$ cat src/rtl/ysyx_25040111_csr_unit.sv
// Machine-mode CSR file with trap entry/return redirect generation.
// Optional mcycle/minstret counters are enabled by YSYX_25040111_CSR_COUNTER_EN.
module ysyx_25040111_csr_unit #(
  parameter int          CNT_W     = 64,
  parameter logic [31:0] MVENDORID = 32'h79737978,
  parameter logic [31:0] MARCHID   = 32'd25040111
) (
  input  logic        clock,
  input  logic        reset_n,
  input  logic [1:0]  csr_op,
  input  logic [11:0] csr_addr,
  input  logic [31:0] csr_wdata,
  output logic [31:0] csr_rdata,
  output logic        csr_illegal,
  input  logic        instr_retire,
  input  logic        trap_req,
  input  logic [3:0]  trap_cause,
  input  logic [31:0] trap_pc,
  input  logic        mret_req,
  output logic        redirect_valid,
  output logic [31:0] redirect_pc
);

  localparam logic [1:0] OP_NONE  = 2'b00;
  localparam logic [1:0] OP_WRITE = 2'b01;
  localparam logic [1:0] OP_SET   = 2'b10;
  localparam logic [1:0] OP_CLR   = 2'b11;

  localparam logic [11:0] A_MSTATUS   = 12'h300;
  localparam logic [11:0] A_MTVEC     = 12'h305;
  localparam logic [11:0] A_MSCRATCH  = 12'h340;
  localparam logic [11:0] A_MEPC      = 12'h341;
  localparam logic [11:0] A_MCAUSE    = 12'h342;
  localparam logic [11:0] A_MCYCLE    = 12'hB00;
  localparam logic [11:0] A_MCYCLEH   = 12'hB80;
  localparam logic [11:0] A_MINSTRET  = 12'hB02;
  localparam logic [11:0] A_MINSTRETH = 12'hB82;
  localparam logic [11:0] A_MVENDORID = 12'hF11;
  localparam logic [11:0] A_MARCHID   = 12'hF12;

  logic        mie_q, mpie_q;
  logic [31:2] mtvec_q, mepc_q;
  logic [31:0] mscratch_q, mcause_q;
  logic [31:0] mstatus_rd;
  logic        impl, ro, csr_we;
  logic [31:0] wval;

  // MPP is hardwired to machine mode; only MIE/MPIE are storage
  assign mstatus_rd = {19'b0, 2'b11, 3'b0, mpie_q, 3'b0, mie_q, 3'b0};

  logic [1:0] unused_pc_lsb;
  assign unused_pc_lsb = trap_pc[1:0];

`ifdef YSYX_25040111_CSR_COUNTER_EN
  logic [CNT_W-1:0] mcycle_q, minstret_q;
  logic [63:0]      cyc64, ins64;
  assign cyc64 = 64'(mcycle_q);
  assign ins64 = 64'(minstret_q);
`else
  logic unused_retire;
  localparam int unused_cnt_w = CNT_W;
  assign unused_retire = instr_retire;
`endif

  always_comb begin
    impl      = 1'b1;
    ro        = 1'b0;
    csr_rdata = 32'h0;
    case (csr_addr)
      A_MSTATUS:   csr_rdata = mstatus_rd;
      A_MTVEC:     csr_rdata = {mtvec_q, 2'b00};
      A_MSCRATCH:  csr_rdata = mscratch_q;
      A_MEPC:      csr_rdata = {mepc_q, 2'b00};
      A_MCAUSE:    csr_rdata = mcause_q;
`ifdef YSYX_25040111_CSR_COUNTER_EN
      A_MCYCLE:    csr_rdata = cyc64[31:0];
      A_MCYCLEH:   csr_rdata = cyc64[63:32];
      A_MINSTRET:  csr_rdata = ins64[31:0];
      A_MINSTRETH: csr_rdata = ins64[63:32];
`endif
      A_MVENDORID: begin csr_rdata = MVENDORID; ro = 1'b1; end
      A_MARCHID:   begin csr_rdata = MARCHID;   ro = 1'b1; end
      default:     impl = 1'b0;
    endcase
  end

  assign csr_illegal = (csr_op != OP_NONE) && (!impl || ro);
  // trap and mret each pre-empt any CSR access in the same cycle
  assign csr_we = (csr_op != OP_NONE) && !csr_illegal && !trap_req && !mret_req;

  always_comb begin
    case (csr_op)
      OP_WRITE: wval = csr_wdata;
      OP_SET:   wval = csr_rdata | csr_wdata;
      OP_CLR:   wval = csr_rdata & ~csr_wdata;
      default:  wval = csr_rdata;
    endcase
  end

  always_ff @(posedge clock or negedge reset_n) begin
    if (!reset_n) begin
      mie_q          <= 1'b0;
      mpie_q         <= 1'b0;
      mtvec_q        <= '0;
      mepc_q         <= '0;
      mscratch_q     <= '0;
      mcause_q       <= '0;
      redirect_valid <= 1'b0;
      redirect_pc    <= '0;
    end else begin
      redirect_valid <= trap_req | mret_req;
      if (trap_req) begin
        mepc_q      <= trap_pc[31:2];
        mcause_q    <= {28'b0, trap_cause};
        mpie_q      <= mie_q;
        mie_q       <= 1'b0;
        redirect_pc <= {mtvec_q, 2'b00};
      end else if (mret_req) begin
        mie_q       <= mpie_q;
        mpie_q      <= 1'b1;
        redirect_pc <= {mepc_q, 2'b00};
      end else if (csr_we) begin
        case (csr_addr)
          A_MSTATUS:  begin mie_q <= wval[3]; mpie_q <= wval[7]; end
          A_MTVEC:    mtvec_q    <= wval[31:2];
          A_MSCRATCH: mscratch_q <= wval;
          A_MEPC:     mepc_q     <= wval[31:2];
          A_MCAUSE:   mcause_q   <= wval;
          default:    ;
        endcase
      end
    end
  end

`ifdef YSYX_25040111_CSR_COUNTER_EN
  // a write to either half replaces that cycle's increment for the whole counter
  always_ff @(posedge clock or negedge reset_n) begin
    if (!reset_n) begin
      mcycle_q   <= '0;
      minstret_q <= '0;
    end else begin
      if (csr_we && csr_addr == A_MCYCLE)
        mcycle_q <= CNT_W'({cyc64[63:32], wval});
      else if (csr_we && csr_addr == A_MCYCLEH)
        mcycle_q <= CNT_W'({wval, cyc64[31:0]});
      else
        mcycle_q <= mcycle_q + CNT_W'(1);

      if (csr_we && csr_addr == A_MINSTRET)
        minstret_q <= CNT_W'({ins64[63:32], wval});
      else if (csr_we && csr_addr == A_MINSTRETH)
        minstret_q <= CNT_W'({wval, ins64[31:0]});
      else if (instr_retire)
        minstret_q <= minstret_q + CNT_W'(1);
    end
  end
`endif

endmodule

$ cat config.mk
export PLATFORM = sky130hd
export DESIGN_NAME = ysyx_25040111_csr_unit
export DESIGN_NICKNAME = d
export VERILOG_FILES = /design/src/rtl/ysyx_25040111_csr_unit.sv
export SDC_FILE = /design/constraint.sdc
export NUM_CORES = 1
export LEC_CHECK = 0
export CAP_MARGIN = 10
export CORE_ASPECT_RATIO = 0.5
export CORE_UTILIZATION = 34
export DETAILED_ROUTE_END_ITERATION = 8
export GPL_TIMING_DRIVEN = 0
export PLACE_DENSITY = 0.58
export SLEW_MARGIN = 10
export SYNTH_ARGS = -nofsm -noshare
export SYNTH_HDL_FRONTEND = slang
export SYNTH_SLANG_ARGS = --single-unit
$ cat constraint.sdc
create_clock -name clock -period 2.05 [get_ports clock]
set_clock_uncertainty 0.1 [all_clocks]
set_input_delay 0.205 -clock clock [delete_from_list [all_inputs] [get_ports clock]]
set_output_delay 0.205 -clock clock [all_outputs]
set_load 0.02 [all_outputs]
=== Yosys cells after proc, flatten, opt, wreduce, memory -nomap -nowiden ===
Index checks and enable logic that the tools add are counted.

* Bits in registers: 159
* Bits of input ports: 87
* Output and inout bits: 66
* Word-level logic and storage cells: 70

* Equality and inequality tests: 11
* Muxes and demuxes: 22
* Bitwise logic cells: 6
* Reduce and logical (&&, ||, !) cells: 23

{| class="wikitable"
|+ Operators with widths
! kind !! count
|-
| 32-bit one-hot mux with 7 select lines || 1
|-
| 32-bit two-way mux || 6
|-
| 30-bit two-way mux || 4
|-
| 32-bit one-hot mux with 3 select lines || 1
|-
| 12-bit by 10-bit equality test with 1-bit output, second input constant || 5
|-
| 32-bit AND || 1
|-
| 32-bit NOT || 1
|-
| 32-bit bitwise OR || 1
|-
| 12-bit equality test, second input constant || 2
|-
| 1-bit two-way mux || 10
|-
| 2-bit nonzero test || 5
|-
| 4-bit AND reduction || 2
|-
| 7-bit OR reduction || 1
|-
| 3-bit AND reduction || 2
|-
| 3-bit nonzero test || 2
|-
| 2-bit equality test, second input constant || 2
|-
| 1-bit logical AND || 4
|-
| 1-bit logical NOT || 4
|-
| 2-bit by 1-bit equality test with 1-bit output, second input constant || 1
|-
| 2-bit inequality test, second input constant || 1
|-
| 1-bit NOT || 2
|-
| 2-bit AND reduction || 1
|-
| 2-bit OR reduction || 1
|-
| 1-bit logical OR || 1
|-
| 1-bit bitwise OR || 1
|}

=== Longest topological paths before layout ===
Gate-level depths: netlist of run 1.

* Depth in word-level cells: 13
* Mapped depth: 9
* Gate-level depth less buffers: 6

=== Least setup slack after synthesis of run 1 ===
OpenSTA, ideal clock, no wires.

* Kind: input -> register
* From: in csr_addr[1]
* To: reg mcause_q[2]
* Library setup time: 0.083 ns
* Arrival: 1.999 ns
* Data required time: 1.867 ns
* Path slack: -0.132 ns
* Stages on the path: 8
* Path buffers: 3
* Path through: buf_2 nor2b_1 buf_2 buf_2 a21oi_1 o32ai_1 o22ai_1 o21ai_0

* Elaborated cells on any way between the ends: 29
* Those cells by class: eq/ne: 7; mux: 8; bitwise: 2; reduce/logical: 12

{| class="wikitable"
|+ RTL lines
! what !! RTL line !! text
|-
| start: declaration || 11 || <nowiki>input logic [11:0] csr_addr,</nowiki>
|-
| 12-bit equality test / 12-bit by 10-bit equality test with 1-bit output (equally long branches) || 69 || <nowiki>case (csr_addr)</nowiki>
|-
| 32-bit one-hot mux with 7 select lines (*) || 69 ||
|-
| named net csr_rdata[2] || 13 || <nowiki>output logic [31:0] csr_rdata,</nowiki>
|-
| 32-bit AND / 32-bit bitwise OR (equally long branches) || 95, 94 ||
|-
| 32-bit one-hot mux with 3 select lines (*) || 92 || <nowiki>case (csr_op)</nowiki>
|-
| 32-bit two-way mux (*) || 123 || <nowiki>case (csr_addr)</nowiki>
|-
| 32-bit two-way mux (*) || 122 || <nowiki>end else if (csr_we) begin</nowiki>
|-
| 32-bit two-way mux (*) || 118 || <nowiki>end else if (mret_req) begin</nowiki>
|-
| 32-bit two-way mux (*) || 112 || <nowiki>if (trap_req) begin</nowiki>
|-
| end signal: assignment || 114 || <nowiki>mcause_q <= {28'b0, trap_cause};</nowiki>
|-
| end signal: assignment || 128 || <nowiki>A_MCAUSE: mcause_q <= wval;</nowiki>
|-
| end: declaration || 43 || <nowiki>logic [31:0] mscratch_q, mcause_q;</nowiki>
|}

The timed path passes the listed nets; every way through them passes the cells marked *. The select of a mux whose other input is x is not followed.
A chain may end at the register's enable or synchronous reset.

=== Worst setup path after layout of run 1 ===
* From: in csr_addr[7]
* To: out csr_rdata[11]

* Word-level cells in the longest chain between the ends: 2
* Elaborated cells on any way between the ends: 8
* Those cells by class: eq/ne: 7; mux: 1

{| class="wikitable"
|+ Ends and longest elaborated chain
! what !! RTL line
|-
| 12-bit equality test / 12-bit by 10-bit equality test with 1-bit output (equally long branches) || 69
|-
| 32-bit one-hot mux with 7 select lines (*) || 69
|-
| end: declaration || 13
|}

Every way passes the cells marked *; elsewhere a longest branch is shown, timed or not.

==> results of run 1 <==
[power by group through the flow]
stage / combinational [uW] / sequential, uW / clock (uW)
CTS: 1240 / 3280 / 3350
finish: 1280 / 3280 / 3350
detailed placement: 1130 / 3340 / 0
global route: 1350 / 3290 / 3470
global placement: 1110 / 3340 / 0
floorplan: 503 / 3360 / 0
[synth_stat cells, drive strengths merged (3+ instances only)]
master / n / area share, %
nor2: 22 / 0.97
nand2: 157 / 6.8
nor3: 11 / 1.1
o221a: 3 / 0.38
inv: 10 / 0.43
nor4: 8 / 0.91
mux2i: 57 / 6.5
xor2: 10 / 0.99
a22o: 15 / 1.5
or3: 5 / 0.35
a211oi: 5 / 0.43
a2111oi: 4 / 0.40
mux2: 25 / 3.2
o22ai: 9 / 0.64
nor3b: 9 / 0.77
clkbuf: 43 / 1.8
a21oi: 31 / 1.8
a31oi: 8 / 0.57
o31ai: 9 / 0.77
o32ai: 5 / 0.50
a22oi: 22 / 2.1
and3: 8 / 0.57
o2bb2ai: 12 / 1.3
nor2b: 13 / 0.92
and2: 18 / 1.3
a21o: 5 / 0.43
o211ai: 3 / 0.31
xnor2: 11 / 1.1
buf: 33 / 2.4
and4: 7 / 0.70
a32oi: 3 / 0.38
a41oi: 3 / 0.30
a2bb2oi: 5 / 0.71
dfrtp: 157 / 45
a221oi: 4 / 0.68
nand3: 8 / 0.51
o21ai: 138 / 7.9
[repair_timing]
action	CTS	global route
hold buffers	1	0
pin swaps	29	22
gates cloned	4	0
endpoints found under the setup margin	189	126
buffers inserted	53	15
resized for setup	354	56
hold endpoints to repair	55	0
[per-layer routing]
metal  global-route usage, %  vias to the layer above  wire length [um]
met5                       0                        -                 0
met4                    10.4                        0              1240
met3                    8.24                       81              3940
met2                    45.1                      454             17000
met1                    41.8                     4544             17500
li1                        -                     3831                 -
[critical path: cells and delay by family]
kind            cells  cell delay [ps]
simple gates        2              580
buf+inv             5              740
compound gates      1              230
[cell usage in the layout, fill, tap and decap left out, drive strengths merged, types with 9 or more instances in the layout]
| cell type | synthesis | layout |
|---|---|---|
| a21oi | 31 | 31 |
| a22o | 15 | 15 |
| a22oi | 22 | 22 |
| and2 | 18 | 18 |
| buf | 33 | 145 |
| clkbuf | 43 | 60 |
| clkdlybuf4s50 | 0 | 99 |
| dfrtp | 157 | 157 |
| inv | 10 | 11 |
| mux2 | 25 | 25 |
| mux2i | 57 | 57 |
| nand2 | 157 | 157 |
| nor2 | 22 | 22 |
| nor2b | 13 | 13 |
| nor3 | 11 | 11 |
| nor3b | 9 | 9 |
| o21ai | 138 | 138 |
| o22ai | 9 | 9 |
| o2bb2ai | 12 | 12 |
| o31ai | 9 | 9 |
| xnor2 | 11 | 11 |
| xor2 | 10 | 10 |
[worst min-delay path by stage]
stage | startpoint | to | slack (ps) | cells after the start
6_report | reset_n | redirect_pc[15] | 170 | 2
2_1_floorplan | reset_n | mcause_q[0] | -190 | 0
4_1_cts | trap_pc[26] | mepc_q[26] | 200 | 3
5_1_grt | reset_n | redirect_pc[15] | 220 | 2
3_5_place_dp | reset_n | redirect_pc[11] | 70 | 1
3_3_place_gp | mcause_q[9] | mcause_q[9] | 360 | 2
[cell families after synthesis]
| kind of cell | synth area share [%] |
|---|---|
| flops | 44.6 |
| compound gates | 22.5 |
| xor+xnor | 2.09 |
| buf+inv | 4.63 |
| other cells | 0.0425 |
| mux | 9.67 |
| simple gates | 16.5 |
[flip-flops by register name, summed over array words and instances (netlist names)]
signal,flops
redirect_pc,30
redirect_valid,1
mtvec_q,30
mepc_q,30
mscratch_q,32
mie_q,1
mpie_q,1
mcause_q,32
[stage by stage]
| step | total power, uW | cells |
|---|---|---|
| floorplan | 3870 | 925 |
| global placement | 4450 | 1413 |
| detailed placement | 4470 | 1415 |
| CTS | 7870 | 1502 |
| global route | 8110 | 1513 |
| finish | 7910 | 1513 |
[cell type report]
| cell class | instances | area (um2) | area share, % |
|---|---|---|---|
| multi-input cells | 682 | 4940 | 39.4 |
| clock inverters | 12 | 165 | 1.32 |
| clock buffers | 19 | 433 | 3.45 |
| flip-flops and latches | 157 | 3930 | 31.3 |
| well taps | 344 | 430 | 3.43 |
| repair buffers | 219 | 2120 | 16.9 |
| inverters | 10 | 41.3 | 0.329 |
| plain buffers | 70 | 489 | 3.90 |
==> out/results.txt, run 1 <==
Element type at the critical path end: output port
Hold WC Path Type: primary input to async pin
Remaining global-route overflow: 0
Reg clk slew, reported paths: 60 ps
Clock share of power: 42.3%
Syn Area/Cell: 9.54 um2
Die Area: 0.0266 mm2
Final WL: 39.7 mm
Critical Path Start: csr_addr[7]
Fillers: 2387
Main synth FF type: dfrtp_1
R2R depth: 7
HPWL after DPL: 26.8 mm
Distinct cells, synth: 80
Design Area, Final: 0.0126 mm2
Port bufs: 144
Post-synthesis cell count: 924
H-Tree Depth: 4
Hold_ws: 173 ps
Inserted Clock Buffers: 17
Die Wd: 230 um
Root Buffer: clkbuf_16
Nets: 1244
Reg2reg start: mepc_q[11]
Num rows: 41
Initial DRC count: 881
Post-synth ARST share: 100%
Sequential share of power: 41.5%
Final Hold Fails: 0
Post-layout util: 49.5%
Final GP Congestion: 0.951
Initial antenna violation count: 0
Max stage delay on crit path: 380 ps
Setup crit start kind: primary input
Lkg Pwr: 0.00547 uW
PD cells: 630 mW/mm2
YS warnings: 0
Worst slew margin: 15.3%
Failing checks: setup timing
Critical R2R Capture: mepc_q[11]
Crit path cell chain: buf_12 -> or3b_1 -> buf_6 -> nor3_4 -> buf_6 -> buf_12 -> a311o_1 -> buf_6
Syn-to-layout area delta: 42.4%
Worst path slowest cell: or3b_1
DP Area: 0.0108 mm2
CTS tree: done
Max_cap viols: 0
Post-synthesis sequential area ratio: 44.6%
Required @ worst endpoint: 1750 ps
VDD IR max: 0.558 mV
Largest net degree at the start of global routing: 103
Pins over their slew limit: 0
Switching share of power: 28.4%
CTS sink cnt: 157
Overall Global Routing Usage: 30.1%
Setup Crit Path Kind: primary input to output port
Final setup viols: 4
Critical path capture point: csr_rdata[11]
Wirelength per Cell: 26.2 um
Initial Utilization: 34.8%
Reg-to-reg slack, setup: 60 ps
Core Region: 0.0253 mm2
Post-synth EDFFs: 0
Final setup margin: -4.20 ps
Die height: 116 um
RSZ-0062 raised after global routing: true
Tmin final: 2050 ps
Sw power: 2250 uW
Maximum fanout along the worst path: 6
#FFs+latches synth: 157
Worst-margin pin slew: 1270 ps
Vias per inst: 5.89
I/O pin total: 153
Worst path most repeated cell: buf_6
First drt pass iteration count: 7
Max Fclk: 487 MHz
Status: complete, but fails checks
Maximum root-to-sink buffer count: 2
Total negative slack: -10.1 ps
Post-DRT Antenna Nets: 0
P_int: 5670 uW
Period utilization: 100%
DRC Markers: 0
Total vias in the final route: 8910
Fraction of final layout cells sized beyond drive strength 1: 27.8%
Comb pwr share: 16.2%
Clock Latency Late Sink: 450 ps
N_diodes: 0
Vias in the first global route: 8771
WP data arrival: 1750 ps
First-pass GRT wire length: 57.8 mm
Synthesized area: 0.00882 mm2
Post-Place Setup Slack: -1560 ps
Note: power is estimated with default switching activity, not from simulation.
==> inputs of run 2 (changes only) <==
--- a/config.mk
+++ b/config.mk
@@ -10,8 +10,7 @@
 export CORE_UTILIZATION = 34
 export DETAILED_ROUTE_END_ITERATION = 8
 export GPL_TIMING_DRIVEN = 0
-export PLACE_DENSITY = 0.58
-export SLEW_MARGIN = 10
+export SKIP_CTS_REPAIR_TIMING = 1
 export SYNTH_ARGS = -nofsm -noshare
 export SYNTH_HDL_FRONTEND = slang
 export SYNTH_SLANG_ARGS = --single-unit
==> out/results.txt, run 2 (synthesized netlist as in run 1, its figures left out) <==
Hold_ws: 175 ps (+2.45 ps)
HPWL after DPL: 26.6 mm (-0.67%)
Maximum fanout along the worst path: 5 (-1)
P_int: 5960 uW (+5.1%)
Hold WC Path Type: primary input to async pin
Nets: 1228 (-1.3%)
Largest net degree at the start of global routing: 107 (+3.9%)
I/O pin total: 153 (unchanged)
Total negative slack: -400 ps (-390 ps)
Pins over their slew limit: 0 (unchanged)
Lkg Pwr: 0.00552 uW (+0.95%)
Total vias in the final route: 8920 (+0.11%)
Worst-margin pin slew: 1210 ps (-56.6 ps)
Most frequent cells in the layout: dfrtp_1 (157), nand2_1 (143), o21ai_0 (112), clkdlybuf4s50_1 (99), mux2i_1 (57)
Post-layout util: 49.4% (-0.16 points)
Fraction of final layout cells sized beyond drive strength 1: 25.8% (-2.0 points)
N_diodes: 0 (unchanged)
Die Wd: 230 um (unchanged)
Post-DRT Antenna Nets: 0 (unchanged)
Design Area, Final: 0.0125 mm2 (-0.33%)
Num rows: 41 (unchanged)
Syn-to-layout area delta: 41.9%
Post-Place Setup Slack: -1560 ps (-2.39 ps)
CTS sink cnt: 157 (unchanged)
Tmin final: 2140 ps (+83.9 ps)
DP Area: 0.0108 mm2 (about the same)
Remaining global-route overflow: 0 (unchanged)
Period utilization: 104% (+4.1 points)
Required @ worst endpoint: 1750 ps (about the same)
Worst slew margin: 19.1% (+3.8 points)
CTS tree: done
Status: complete, but fails checks
Clock share of power: 43.9% (+1.6 points)
Vias in the first global route: 8404 (-4.2%)
Final WL: 38.9 mm (-2.0%)
Final GP Congestion: 0.970 (+2.0%)
Initial antenna violation count: 1 (+1)
Maximum root-to-sink buffer count: 2 (unchanged)
Reg clk slew, reported paths: 60 ps (about the same)
Core Region: 0.0253 mm2 (unchanged)
Setup crit start kind: primary input
Die Area: 0.0266 mm2 (unchanged)
Vias per inst: 5.96 (+1.2%)
RSZ-0062 raised after global routing: true
Biggest regs: mcause_q (32), mscratch_q (32)
Max Fclk: 468 MHz (-3.9%)
Final setup margin: -88.1 ps (-83.9 ps)
Die height: 116 um (unchanged)
Comb pwr share: 15.7% (-0.5 points)
Setup Crit Path Kind: primary input to output port
PD cells: 649 mW/mm2 (+3.0%)
Initial DRC count: 1080 (+23%)
H-Tree Depth: 4 (unchanged)
Max_cap viols: 0 (unchanged)
Failing checks: setup timing
Sw power: 2170 uW (-3.5%)
Element type at the critical path end: output port
Final setup viols: 13 (+9)
DRC Markers: 0 (unchanged)
Wirelength per Cell: 26.0 um (-0.96%)
Most common cell after layout, fill and taps aside: dfrtp_1
Switching share of power: 26.7% (-1.7 points)
First-pass GRT wire length: 54.6 mm (-5.6%)
Sequential share of power: 40.4% (-1.1 points)
VDD IR max: 0.562 mV (+0.67%)
First drt pass iteration count: 6 (-1)
Port bufs: 144 (unchanged)
WP data arrival: 1830 ps (+80 ps)
Final Hold Fails: 0 (unchanged)
Overall Global Routing Usage: 28.4% (-1.7 points)
Initial Utilization: 34.8% (unchanged)
Root Buffer: clkbuf_16
Inserted Clock Buffers: 17 (unchanged)
Clock Latency Late Sink: 440 ps (about the same)
## run 2: changes by cell type in the layout (fill, tap and decap cells not counted), moves of 3 or more
cell / delta
buf_2: -8
buf_4: -18
nand2_2: -3
clkinvlp_4: -5
clkinv_2: +3
nand2_4: +3
buf_6: -3
nand3_2: -3
dlymetal6s2s_1: +8
## run 2: layout make-up
class	instances	area (um2)
fill	2347	12800
multi-input combinational	682	4940
sequential	157	3930
timing repair buffer	200	2000
buffer	73	532
clock buffer	20	457
tap	344	430
clock inverter	11	190
inverter	10	37.5
## run 2: power by group through the flow
stage / Sequential (uW) / Combinational (uW) / Clock (uW)
floorplan: 3360 / 503 / 0
global placement: 3340 / 1110 / 0
detailed placement: 3340 / 1130 / 0
CTS: 3280 / 1140 / 3570
global route: 3290 / 1340 / 3680
finish: 3290 / 1270 / 3570
## run 2: per-layer routing
metal | vias up | GRT usage (%) | share of wire, %
met4 | 0 | 10.3 | 2.8
li1 | 3797 | - | -
met5 | - | 0 | 0
met2 | 548 | 42.8 | 44
met3 | 88 | 7.60 | 11
met1 | 4487 | 39.1 | 42
## run 2: final timing paths
path                          startpoint  cells past startpoint               to  slack, ps
max in group asynchronous        reset_n                      3        mepc_q[2]        750
min                              reset_n                      2  redirect_pc[15]        180
max                          csr_addr[6]                     10    csr_rdata[12]        -90
min reg2reg                mscratch_q[4]                      2    mscratch_q[4]        380
max reg2reg                  mtvec_q[24]                      5      mtvec_q[24]         70
min in group clock           trap_pc[20]                      3       mepc_q[20]        240
## run 2: critical path, cell delays in order
cell and delay (ps):
buf_6 110, or3_4 380, buf_12 150, buf_12 120, nor4_4 160, buf_6 190
clkbuf_16 190, a22oi_2 100, nand2_2 100, buf_6 120
## run 2: per-stage QoR
step,total power (uW),cells
CTS,7980,1445
floorplan,3870,925
global route,8320,1497
finish,8120,1497
detailed placement,4470,1414
global placement,4450,1413
